### src/rtl/ahb_pkg.sv
// Shared AHB-Lite codes, sequencer state encoding and address helpers.
package ahb_pkg;

    localparam int ADDR_W = 32;
    localparam int DATA_W = 32;
    localparam int BEATS  = 4;
    localparam int LINE_W = DATA_W * BEATS;

    // Highest addr_cnt value of an INCR4 burst (beats - 1)
    localparam logic [2:0] LAST_BURST_CNT = 3'(BEATS - 1);

    localparam logic [1:0] HTRANS_IDLE   = 2'b00;
    localparam logic [1:0] HTRANS_BUSY   = 2'b01;
    localparam logic [1:0] HTRANS_NONSEQ = 2'b10;
    localparam logic [1:0] HTRANS_SEQ    = 2'b11;

    localparam logic [2:0] HBURST_SINGLE = 3'b000;
    localparam logic [2:0] HBURST_INCR4  = 3'b011;
    localparam logic [2:0] HSIZE_WORD    = 3'b010;

    // Sequencer states
    localparam logic [1:0] ST_IDLE      = 2'd0;
    localparam logic [1:0] ST_ADDR      = 2'd1;
    localparam logic [1:0] ST_LAST_DATA = 2'd2;
    localparam logic [1:0] ST_ERR2      = 2'd3;

    // Opcodes the upstream decoder turns into ENABLE/BURST/WRITE/BUSY
    typedef enum logic [5:0] {
        OP_LW    = 6'b100011,
        OP_SW    = 6'b101011,
        OP_LH    = 6'b100001,
        OP_LB    = 6'b100000,
        OP_RTYPE = 6'b000000
    } opcode_e;

    // Word-align singles; line-align bursts so INCR4 never crosses 1KB
    function automatic logic [ADDR_W-1:0] align_addr(input logic [ADDR_W-1:0] a,
                                                     input logic burst);
        return burst ? {a[ADDR_W-1:4], 4'h0} : {a[ADDR_W-1:2], 2'b00};
    endfunction

endpackage

### src/rtl/ahb_master_sequencer_if.sv
// Command side and AHB-Lite bus side of the sequencer bundled in one interface.
interface ahb_master_sequencer_if;
    import ahb_pkg::*;

    logic              CMD_VALID;
    logic              CMD_READY;
    logic              CMD_BURST;
    logic              CMD_WRITE;
    logic [ADDR_W-1:0] CMD_ADDR;
    logic [LINE_W-1:0] CMD_WDATA;
    logic              BUSY_IN;
    logic [ADDR_W-1:0] HADDR;
    logic [1:0]        HTRANS;
    logic              HWRITE;
    logic [2:0]        HSIZE;
    logic [2:0]        HBURST;
    logic [DATA_W-1:0] HWDATA;
    logic [DATA_W-1:0] HRDATA;
    logic              HREADY;
    logic              HRESP;
    logic [LINE_W-1:0] RDATA;
    logic              DONE;
    logic              ERR;

    modport master (
        input  CMD_VALID, CMD_BURST, CMD_WRITE, CMD_ADDR, CMD_WDATA, BUSY_IN,
               HRDATA, HREADY, HRESP,
        output CMD_READY, HADDR, HTRANS, HWRITE, HSIZE, HBURST, HWDATA,
               RDATA, DONE, ERR
    );

    modport slave (
        output CMD_VALID, CMD_BURST, CMD_WRITE, CMD_ADDR, CMD_WDATA, BUSY_IN,
               HRDATA, HREADY, HRESP,
        input  CMD_READY, HADDR, HTRANS, HWRITE, HSIZE, HBURST, HWDATA,
               RDATA, DONE, ERR
    );

endinterface

### src/rtl/ahb_line_buffer.sv
// Write-line latch and read-line capture, both indexed by the data-phase beat.
module ahb_line_buffer
    import ahb_pkg::*;
(
    input  logic              HCLK,
    input  logic              HRESET,
    input  logic              i_load,
    input  logic [LINE_W-1:0] i_wline,
    input  logic              i_cap,
    input  logic [2:0]        i_idx,
    input  logic [DATA_W-1:0] i_rbeat,
    output logic [DATA_W-1:0] o_wbeat,
    output logic [LINE_W-1:0] o_rline
);

    logic [BEATS-1:0][DATA_W-1:0] r_wline;
    logic [BEATS-1:0][DATA_W-1:0] r_rline;

    // Latch the write line on command accept; capture read beats as they complete
    always_ff @(posedge HCLK) begin
        if (HRESET) begin
            r_wline <= '0;
            r_rline <= '0;
        end else begin
            if (i_load) r_wline <= i_wline;
            // idx reaches BEATS only after the final beat; never write past the line
            if (i_cap && !i_idx[2]) r_rline[i_idx[1:0]] <= i_rbeat;
        end
    end

    assign o_wbeat = r_wline[i_idx[1:0]];
    assign o_rline = r_rline;

endmodule

### src/rtl/ahb_master_sequencer.sv
// AHB-Lite master sequencer: SINGLE or INCR4 word transfers with wait, BUSY
// and two-cycle ERROR handling.
//
//   state     | meaning
//   IDLE      | ready for a command, no address phase on the bus
//   ADDR      | issuing NONSEQ/SEQ/BUSY address phases
//   LAST_DATA | last address accepted, waiting for its data phase
//   ERR2      | second cycle of an ERROR response
module ahb_master_sequencer
    import ahb_pkg::*;
(
    input  logic                   HCLK,
    input  logic                   HRESET,
    ahb_master_sequencer_if.master bus
);

    logic [1:0]        r_state;
    logic              r_burst;
    logic              r_write;
    logic              r_dp_valid;
    logic              r_done;
    logic              r_err;
    logic [ADDR_W-1:0] r_base;
    logic [ADDR_W-1:0] r_haddr;
    logic [1:0]        r_htrans;
    logic [2:0]        r_addr_cnt;
    logic [2:0]        r_data_cnt;

    logic              w_accept;
    logic              w_in_xfer;
    logic              w_addr_acc;
    logic              w_last_addr;
    logic              w_err_start;
    logic              w_data_ok;
    logic [2:0]        w_addr_cnt_nxt;
    logic [DATA_W-1:0] w_wbeat;
    logic [LINE_W-1:0] w_rline;

    assign w_accept       = (r_state == ST_IDLE) && bus.CMD_VALID;
    assign w_in_xfer      = (r_state == ST_ADDR) || (r_state == ST_LAST_DATA);
    assign w_addr_acc     = (r_state == ST_ADDR) && bus.HREADY &&
                            ((r_htrans == HTRANS_NONSEQ) || (r_htrans == HTRANS_SEQ));
    assign w_addr_cnt_nxt = r_addr_cnt + 3'd1;
    assign w_last_addr    = (r_addr_cnt == (r_burst ? LAST_BURST_CNT : 3'd0));
    assign w_err_start    = w_in_xfer && r_dp_valid && bus.HRESP && !bus.HREADY;
    assign w_data_ok      = w_in_xfer && r_dp_valid && bus.HREADY && !bus.HRESP;

    ahb_line_buffer u_line (
        .HCLK    (HCLK),
        .HRESET  (HRESET),
        .i_load  (w_accept),
        .i_wline (bus.CMD_WDATA),
        .i_cap   (w_data_ok && !r_write),
        .i_idx   (r_data_cnt),
        .i_rbeat (bus.HRDATA),
        .o_wbeat (w_wbeat),
        .o_rline (w_rline)
    );

    // Sequencer FSM, address-phase generation and data-phase tracking
    always_ff @(posedge HCLK) begin
        if (HRESET) begin
            r_state    <= ST_IDLE;
            r_burst    <= 1'b0;
            r_write    <= 1'b0;
            r_dp_valid <= 1'b0;
            r_done     <= 1'b0;
            r_err      <= 1'b0;
            r_base     <= '0;
            r_haddr    <= '0;
            r_htrans   <= HTRANS_IDLE;
            r_addr_cnt <= '0;
            r_data_cnt <= '0;
        end else begin
            r_done <= 1'b0;
            r_err  <= 1'b0;

            if (w_data_ok) r_data_cnt <= r_data_cnt + 3'd1;

            // The data phase that follows is real only for an accepted NONSEQ/SEQ
            if (w_err_start)      r_dp_valid <= 1'b0;
            else if (bus.HREADY)  r_dp_valid <= w_addr_acc;

            case (r_state)
                ST_IDLE: begin
                    if (bus.CMD_VALID) begin
                        r_burst    <= bus.CMD_BURST;
                        r_write    <= bus.CMD_WRITE;
                        r_base     <= align_addr(bus.CMD_ADDR, bus.CMD_BURST);
                        r_haddr    <= align_addr(bus.CMD_ADDR, bus.CMD_BURST);
                        r_htrans   <= HTRANS_NONSEQ;
                        r_addr_cnt <= '0;
                        r_data_cnt <= '0;
                        r_state    <= ST_ADDR;
                    end
                end
                ST_ADDR: begin
                    if (w_err_start) begin
                        r_htrans <= HTRANS_IDLE;
                        r_state  <= ST_ERR2;
                    end else if (bus.HREADY) begin
                        if (w_addr_acc && w_last_addr) begin
                            r_addr_cnt <= w_addr_cnt_nxt;
                            r_htrans   <= HTRANS_IDLE;
                            r_state    <= ST_LAST_DATA;
                        end else begin
                            // A BUSY slot keeps the next-beat address and count
                            if (w_addr_acc) begin
                                r_addr_cnt <= w_addr_cnt_nxt;
                                r_haddr    <= r_base + ADDR_W'({w_addr_cnt_nxt, 2'b00});
                            end
                            r_htrans <= (bus.BUSY_IN && r_burst) ? HTRANS_BUSY : HTRANS_SEQ;
                        end
                    end
                end
                ST_LAST_DATA: begin
                    if (w_err_start) begin
                        r_htrans <= HTRANS_IDLE;
                        r_state  <= ST_ERR2;
                    end else if (w_data_ok) begin
                        r_done  <= 1'b1;
                        r_state <= ST_IDLE;
                    end
                end
                default: begin
                    if (bus.HREADY) begin
                        r_done  <= 1'b1;
                        r_err   <= 1'b1;
                        r_state <= ST_IDLE;
                    end
                end
            endcase
        end
    end

    assign bus.CMD_READY = (r_state == ST_IDLE);
    assign bus.HADDR     = r_haddr;
    assign bus.HTRANS    = r_htrans;
    assign bus.HWRITE    = r_write;
    assign bus.HSIZE     = HSIZE_WORD;
    assign bus.HBURST    = r_burst ? HBURST_INCR4 : HBURST_SINGLE;
    assign bus.HWDATA    = (r_dp_valid && r_write) ? w_wbeat : '0;
    assign bus.RDATA     = w_rline;
    assign bus.DONE      = r_done;
    assign bus.ERR       = r_err;

endmodule

### src/flat_wrapper.sv
// flat-port wrapper written by rule: the top's interface ports become plain ports
module ahb_master_sequencer_flat import ahb_pkg::*;
  (HCLK, HRESET, bus_CMD_VALID, bus_CMD_BURST, bus_CMD_WRITE, bus_CMD_ADDR, bus_CMD_WDATA, bus_BUSY_IN, bus_HRDATA, bus_HREADY, bus_HRESP, bus_CMD_READY, bus_HADDR, bus_HTRANS, bus_HWRITE, bus_HSIZE, bus_HBURST, bus_HWDATA, bus_RDATA, bus_DONE, bus_ERR);
  ahb_master_sequencer_if bus_i ();
  input  logic HCLK;
  input  logic HRESET;
  input wire logic [$bits(bus_i.CMD_VALID)-1:0] bus_CMD_VALID;
  input wire logic [$bits(bus_i.CMD_BURST)-1:0] bus_CMD_BURST;
  input wire logic [$bits(bus_i.CMD_WRITE)-1:0] bus_CMD_WRITE;
  input wire logic [$bits(bus_i.CMD_ADDR)-1:0] bus_CMD_ADDR;
  input wire logic [$bits(bus_i.CMD_WDATA)-1:0] bus_CMD_WDATA;
  input wire logic [$bits(bus_i.BUSY_IN)-1:0] bus_BUSY_IN;
  input wire logic [$bits(bus_i.HRDATA)-1:0] bus_HRDATA;
  input wire logic [$bits(bus_i.HREADY)-1:0] bus_HREADY;
  input wire logic [$bits(bus_i.HRESP)-1:0] bus_HRESP;
  output wire logic [$bits(bus_i.CMD_READY)-1:0] bus_CMD_READY;
  output wire logic [$bits(bus_i.HADDR)-1:0] bus_HADDR;
  output wire logic [$bits(bus_i.HTRANS)-1:0] bus_HTRANS;
  output wire logic [$bits(bus_i.HWRITE)-1:0] bus_HWRITE;
  output wire logic [$bits(bus_i.HSIZE)-1:0] bus_HSIZE;
  output wire logic [$bits(bus_i.HBURST)-1:0] bus_HBURST;
  output wire logic [$bits(bus_i.HWDATA)-1:0] bus_HWDATA;
  output wire logic [$bits(bus_i.RDATA)-1:0] bus_RDATA;
  output wire logic [$bits(bus_i.DONE)-1:0] bus_DONE;
  output wire logic [$bits(bus_i.ERR)-1:0] bus_ERR;
  assign bus_i.CMD_VALID = bus_CMD_VALID;
  assign bus_i.CMD_BURST = bus_CMD_BURST;
  assign bus_i.CMD_WRITE = bus_CMD_WRITE;
  assign bus_i.CMD_ADDR = bus_CMD_ADDR;
  assign bus_i.CMD_WDATA = bus_CMD_WDATA;
  assign bus_i.BUSY_IN = bus_BUSY_IN;
  assign bus_i.HRDATA = bus_HRDATA;
  assign bus_i.HREADY = bus_HREADY;
  assign bus_i.HRESP = bus_HRESP;
  assign bus_CMD_READY = bus_i.CMD_READY;
  assign bus_HADDR = bus_i.HADDR;
  assign bus_HTRANS = bus_i.HTRANS;
  assign bus_HWRITE = bus_i.HWRITE;
  assign bus_HSIZE = bus_i.HSIZE;
  assign bus_HBURST = bus_i.HBURST;
  assign bus_HWDATA = bus_i.HWDATA;
  assign bus_RDATA = bus_i.RDATA;
  assign bus_DONE = bus_i.DONE;
  assign bus_ERR = bus_i.ERR;
  ahb_master_sequencer u_core (.HCLK(HCLK), .HRESET(HRESET), .bus(bus_i));
endmodule
### config.mk
export PLATFORM = sky130hd
export DESIGN_NAME = ahb_master_sequencer_flat
export DESIGN_NICKNAME = d
export VERILOG_FILES = /design/src/rtl/ahb_pkg.sv /design/src/rtl/ahb_master_sequencer_if.sv /design/src/rtl/ahb_line_buffer.sv /design/src/rtl/ahb_master_sequencer.sv /design/src/flat_wrapper.sv
export SDC_FILE = /design/constraint.sdc
export NUM_CORES = 1
export LEC_CHECK = 0
export CORE_MARGIN = 3
export CORE_UTILIZATION = 45
export DETAILED_ROUTE_END_ITERATION = 7
export DONT_BUFFER_PORTS = 1
export PLACE_DENSITY_LB_ADDON = 0.15
export SETUP_SLACK_MARGIN = 0.3
export SLEW_MARGIN = 20
export SYNTH_ARGS = -nofsm -noshare
export SYNTH_HDL_FRONTEND = slang
export SYNTH_SLANG_ARGS = --single-unit
### constraint.sdc
create_clock -name HCLK -period 2.15 [get_ports HCLK]
set_input_delay 0.43 -clock HCLK [delete_from_list [all_inputs] [get_ports HCLK]]
set_output_delay 0.43 -clock HCLK [all_outputs]
set_load 0.03 [all_outputs]
[After elaboration in Yosys (flattened, before gate mapping)]
Cells that the tools add are included.
Storage, ports and cells
  bits in registers: 335
  input port bits: 200
  output and inout bits: 204
  logic and storage cells: 113
Operators by class
  multiplexer cells: 42
  add/subtract/negate cells: 3
  reductions and logical operators: 32
  magnitude comparators: 2
  equality and inequality tests: 15
Operator list (number)
  $mux W32: 8
  $bwmux W128: 1
  $bmux W32 S2: 1
  $demux W32 S2: 1
  $pmux W32 S2: 1
  $add A32 B5 Y32: 1
  $mux W2: 14
  $mux W3: 8
  $logic_and A1 B1 Y1: 14
  $pmux W2 S3: 2
  $reduce_and A5 Y1: 2
  $ne A3 B2 Y1 const B: 3
  $ne A2 B2 Y1 const B: 4
  $add A3 B1 Y3 const B: 2
  $eq A2 B2 Y1 const B: 3
  $pmux W3 S2: 1
  $reduce_and A6 Y1: 1
  $logic_not A1 Y1: 4
  $mux W4: 1
  $ne A2 B1 Y1 const B: 2
  $reduce_and A4 Y1: 1
  $reduce_bool A4 Y1: 1
  $reduce_or A2 Y1: 2
  $reduce_or A4 Y1: 1
  other kinds (12): 15

[Longest topological paths before layout]
  word-level depth: 8
  mapped depth: 10
  gate-level depth less buffers: 9

[Cells and area by module]
A second synthesis with hierarchy kept.
Unflattened totals
  cells, all modules: 1447
  area total of the unflattened synthesis: 14599.0 um^2
Modules (own cells, without submodules)
  ahb_line_buffer: instances 1, cells each 904, area each 10314.9 um^2, seq. area each 5124.9 um^2
  ahb_master_sequencer: instances 1, cells each 543, area each 4284.1 um^2, seq. area each 1501.4 um^2

[Worst setup path before layout]
Ideal clock, no wire load.
  path type: register to register
  start: register u_core.r_addr_cnt[0]
  end: register u_core.r_haddr[16] (netlist: u_core.bus.HADDR[16])
  arrival: 2262 ps
  clock period less this slack: 2333 ps
  setup time: 70 ps
  stages on the path, launching flop included: 9
  required time: 2080 ps
  path buffers: 0
  setup slack: -183 ps
  cells stage by stage: dfxtp_1 > ha_1 > inv_1 > fa_1 > and2b_1 > o21ai_2 > or3_1 > a311o_1 > a21oi_1
Between the ends
  cells in the longest elaborated chain, start to end: 7
  elaborated cells on any way between the ends: 11
  those cells by class: add/sub (2); eq/ne (2); mux (5); reduce/logical (2)
RTL lines
  from (decl): RTL line ahb_master_sequencer.sv:26  | logic [2:0] r_addr_cnt;
  from (signal assigned): RTL line ahb_master_sequencer.sv:103  | r_addr_cnt <= w_addr_cnt_nxt;
  from (signal assigned): RTL line ahb_master_sequencer.sv:109  | r_addr_cnt <= w_addr_cnt_nxt;
  $add A3 B1 Y3: RTL line ahb_master_sequencer.sv:43  | assign w_addr_cnt_nxt = r_addr_cnt + 3'd1;
  $add A32 B5 Y32: RTL line ahb_master_sequencer.sv:110  | r_haddr <= r_base + ADDR_W'({w_addr_cnt_nxt, 2'b00});
  $mux W32: RTL line ahb_master_sequencer.sv:108  | if (w_addr_acc) begin
  $mux W32: RTL line ahb_master_sequencer.sv:102  | if (w_addr_acc && w_last_addr) begin
  $mux W32: RTL line ahb_master_sequencer.sv:101  | end else if (bus.HREADY) begin
  $mux W32: RTL line ahb_master_sequencer.sv:98  | if (w_err_start) begin
  $pmux W32 S2: RTL line ahb_master_sequencer.sv:84  | case (r_state)
  to (signal assigned): RTL line ahb_master_sequencer.sv:90  | r_haddr <= align_addr(bus.CMD_ADDR, bus.CMD_BURST);
  to (signal assigned): RTL line ahb_master_sequencer.sv:110
  to (decl): RTL line ahb_master_sequencer.sv:24  | logic [ADDR_W-1:0] r_haddr;
Several ways; a longest one is shown, not always the timed one. The select of a mux whose other input is x is not followed.
A chain may end at the register's enable or synchronous reset.

[Worst setup path after layout]
  start: register u_core.r_data_cnt[0]
  end: output port bus_HWDATA[20]
Between the ends
  cells in the longest elaborated chain, start to end: 3
RTL lines
  from (decl): RTL line ahb_master_sequencer.sv:27  | logic [2:0] r_data_cnt;
  from (signal assigned): RTL line ahb_master_sequencer.sv:78  | if (w_data_ok) r_data_cnt <= r_data_cnt + 3'd1;
  $bmux W32 S2: RTL line ahb_line_buffer.sv:31  | assign o_wbeat = r_wline[i_idx[1:0]];
  $mux W32 (implied by the code): RTL line ahb_line_buffer.sv:31
  $mux W32: RTL line ahb_master_sequencer.sv:142  | assign bus.HWDATA = (r_dp_valid && r_write) ? w_wbeat : '0;
  to (decl): RTL line flat_wrapper.sv:22  | output wire logic [$bits(bus_i.HWDATA)-1:0] bus_HWDATA;
Every way passes these cells. The select of a mux whose other input is x is not followed.

==> results.json <==
{
  "design.die.area_um2": 32700,
  "swShare": 0.322,
  "ys_types": 69,
  "pwr-share-clk": 0.337,
  "n_fill_cell": 2450,
  "highest_layer": "met4",
  "final-setup-viol-count": 49,
  "grt_pass1_vias": 11600,
  "crit_arrival_ns": 1.95,
  "synth_area_um2": 13800,
  "cts_buffer_depth": 3,
  "placementRows": 63,
  "final.setup.tns_ns": -7.10,
  "path_clk_slew_ns": 0.07,
  "syn_inst": 1706,
  "overflow": 0,
  "skew_ns": 0.0160,
  "portBuffers": 0,
  "dr_total_vias": 12600,
  "cap_violations": 0,
  "synth.avg_cell_area_um2": 8.07,
  "drc": 0,
  "worst_pin_slew_ns": 0.774,
  "area_growth_pct": 37.0,
  "wl_met3_mm": 4.90,
  "multi_input_area_um2": 8620,
  "antenna_found_initial": 1,
  "final_cell_mix": "442 x nand2_1, 324 x dfxtp_1, 191 x a21oi_1, 129 x a21oi_2, 123 x nand2_4",
  "fin_hold_ws_ns": 0.0261,
  "grt_pass1_wl_mm": 66.1,
  "fin_util": 0.631,
  "pin_count": 404,
  "dr.pass1.iters": 5,
  "track_usage": 0.249,
  "violations": "setup timing",
  "cellLeakagePower_nw": 7.02,
  "power.switching_mw": 5.86,
  "p_int_mw": 12.4,
  "cts_made_buffers": 37,
  "ir_drop_mv": 0.730,
  "regArea_um2": 6650,
  "dr_wl_met2_mm": 23.0,
  "grt_max_degree": 293,
  "core_um2": 29900,
  "final_area_um2": 18900,
  "synth-seq-area-share": 0.481,
  "slew_violations": 0,
  "fp.dieH_um": 181,
  "totalWireLength_mm": 48.3,
  "slew_headroom": 0.484,
  "async_reset_ff_frac": 0,
  "cts.htree.levels": 2,
  "rsz0062_at_grt": "yes",
  "status": "finished, violations left",
  "cts_tree": "done",
  "p_seq_frac": 0.427,
  "final_cell_count_no_fill": 2159,
  "synth-seq-cells": 331,
  "worstPathMaxFanout": 7,
  "clk_latency_ns": 0.52,
  "cts_root_buf": "clkbuf_16",
  "cp-end-kind": "output pin",
  "post_drt_wl_per_cell_um": 22.4,
  "pre_cts_ws_ns": -0.125,
  "pwr-share-comb": 0.236,
  "cts_sinks": 331,
  "power_density_nw_per_um2": 966,
  "finalPower_mw": 18.2,
  "hold_class": "input pin to flop",
  "final_common_cell": "nand2_1",
  "worst_slack_ns": -0.229,
  "finalCriticalPeriod_ns": 2.38,
  "ys.flop_type": "dfxtp_1",
  "start_kind": "flop",
  "gp_congestion": 0.854,
  "m1WireLength_mm": 17.8,
  "yosys_warnings": 0,
  "drive_gt1_frac": 0.344,
  "synth_edf_count": 0,
  "dieWidth_um": 181,
  "first_iter_violations": 811,
  "fin_crit_sh": 1.11,
  "hold_violations": 0,
  "fin_nets": 1958,
  "crit_type": "flop to output pin",
  "initial_core_util": 0.461,
  "dp_cells": 2028,
  "fmax_ghz": 0.420,
  "vias_per_cell": 5.85,
  "hpwl_mm": 26.6,
  "placed_area_um2": 14600,
  "drtAntennaViolNets": 0,
  "crit_required_ns": 1.72
}
## routing by layer
metal	up-vias	global-route usage
li1	5846	-
met1	6079	0.296
met2	555	0.412
met3	153	0.0914
met4	0	0.0921
met5	-	0
## Yosys cell counts (4+ instances only)
master      n  area share
a211o_1     7      0.0045
a21oi_1   323        0.12
and2_1      5      0.0023
and3_1     38       0.017
and4_1      4      0.0025
buf_2       9      0.0033
buf_4      19       0.010
clkbuf_1  105       0.029
dfxtp_1   331        0.48
ha_1       13       0.012
inv_1      14      0.0038
mux4_2     32       0.052
nand2_1   603        0.16
nand3_1    15      0.0055
nand4_1    10      0.0045
nor2_1     25      0.0068
nor3_1     15      0.0055
nor3b_1    11      0.0060
nor4_1      7      0.0032
o211ai_1    9      0.0049
o21ai_0    15      0.0055
o22ai_1     5      0.0023
or4_1       8      0.0044
xnor2_1    11      0.0070
xor2_1      9      0.0057
## registers in the layout (all words and copies together), names as in the netlist, 2 cells and up
| register | flops |
|---|---|
| u_core.u_line.o_rline | 128 |
| u_core.u_line.r_wline | 128 |
| u_core.r_data_cnt | 3 |
| u_core.r_addr_cnt | 3 |
| u_core.r_base | 30 |
| u_core.bus.HADDR | 30 |
| u_core.bus.HTRANS | 2 |
| u_core.r_state | 2 |
## area by class of cell
class                           count  share of cell area
Inverter                           14             0.00292
Multi-Input combinational cell   1227               0.457
Antenna cell                        1            0.000133
Tap cell                          390              0.0259
Timing Repair Buffer              133              0.0995
Clock buffer                       54              0.0563
Clock inverter                      9             0.00544
Sequential cell                   331               0.353
## cells by family (layout without fill, tap and decap cells)
group | count (synthesis) | count (layout) | synth area share
DFF | 331 | 331 | 0.481
other | 2 | 7 | 0.000546
and+or+nand+nor | 765 | 765 | 0.236
buffers and inverters | 152 | 210 | 0.0491
muxes | 33 | 33 | 0.0531
xor gates and xnor gates | 20 | 20 | 0.0127
adders and majority gates | 14 | 14 | 0.0133
AOI/OAI and AO/OA | 389 | 389 | 0.154
## power groups by stage
stage,combinational (mW),clock (mW),sequential (mW)
3_5_place_dp,3.60,0,7.91
5_1_grt,4.72,6.50,7.85
6_report,4.30,6.15,7.77
3_3_place_gp,3.54,0,7.89
2_1_floorplan,2.67,0,7.75
4_1_cts,4.06,6.26,7.76
## timing repair
item / 4_1_cts / 5_1_grt
resized for setup: 133 / 413
buffers inserted: 25 / 13
endpoints found under the setup margin: 165 / 193
hold buffers: 3 / 0
gates cloned: 8 / 18
pin swaps: 92 / 207
endpoints found under the hold margin: 31 / 0
## worst paths after layout
check / endpoint / startpoint / slack (ns) / cells after the start
hold / removal: u_core.u_line.o_rline[32] / bus_HRDATA[0] / 0.03 / 2
setup / recovery: bus_HWDATA[20] / u_core.r_data_cnt[0] / -0.23 / 4
hold reg to reg: u_core.u_line.r_wline[78] / u_core.u_line.r_wline[78] / 0.45 / 2
setup reg to reg: u_core.bus.HADDR[24] / u_core.r_addr_cnt[0] / -0.16 / 8
## worst max-delay path, cell delays in order, from the launching register on
cell	delay, ns
dfxtp_4	0.40
buf_12	0.15
buf_12	0.13
mux4_2	0.51
and3_4	0.24
No activity file was read; power rests on OpenSTA's default activity.
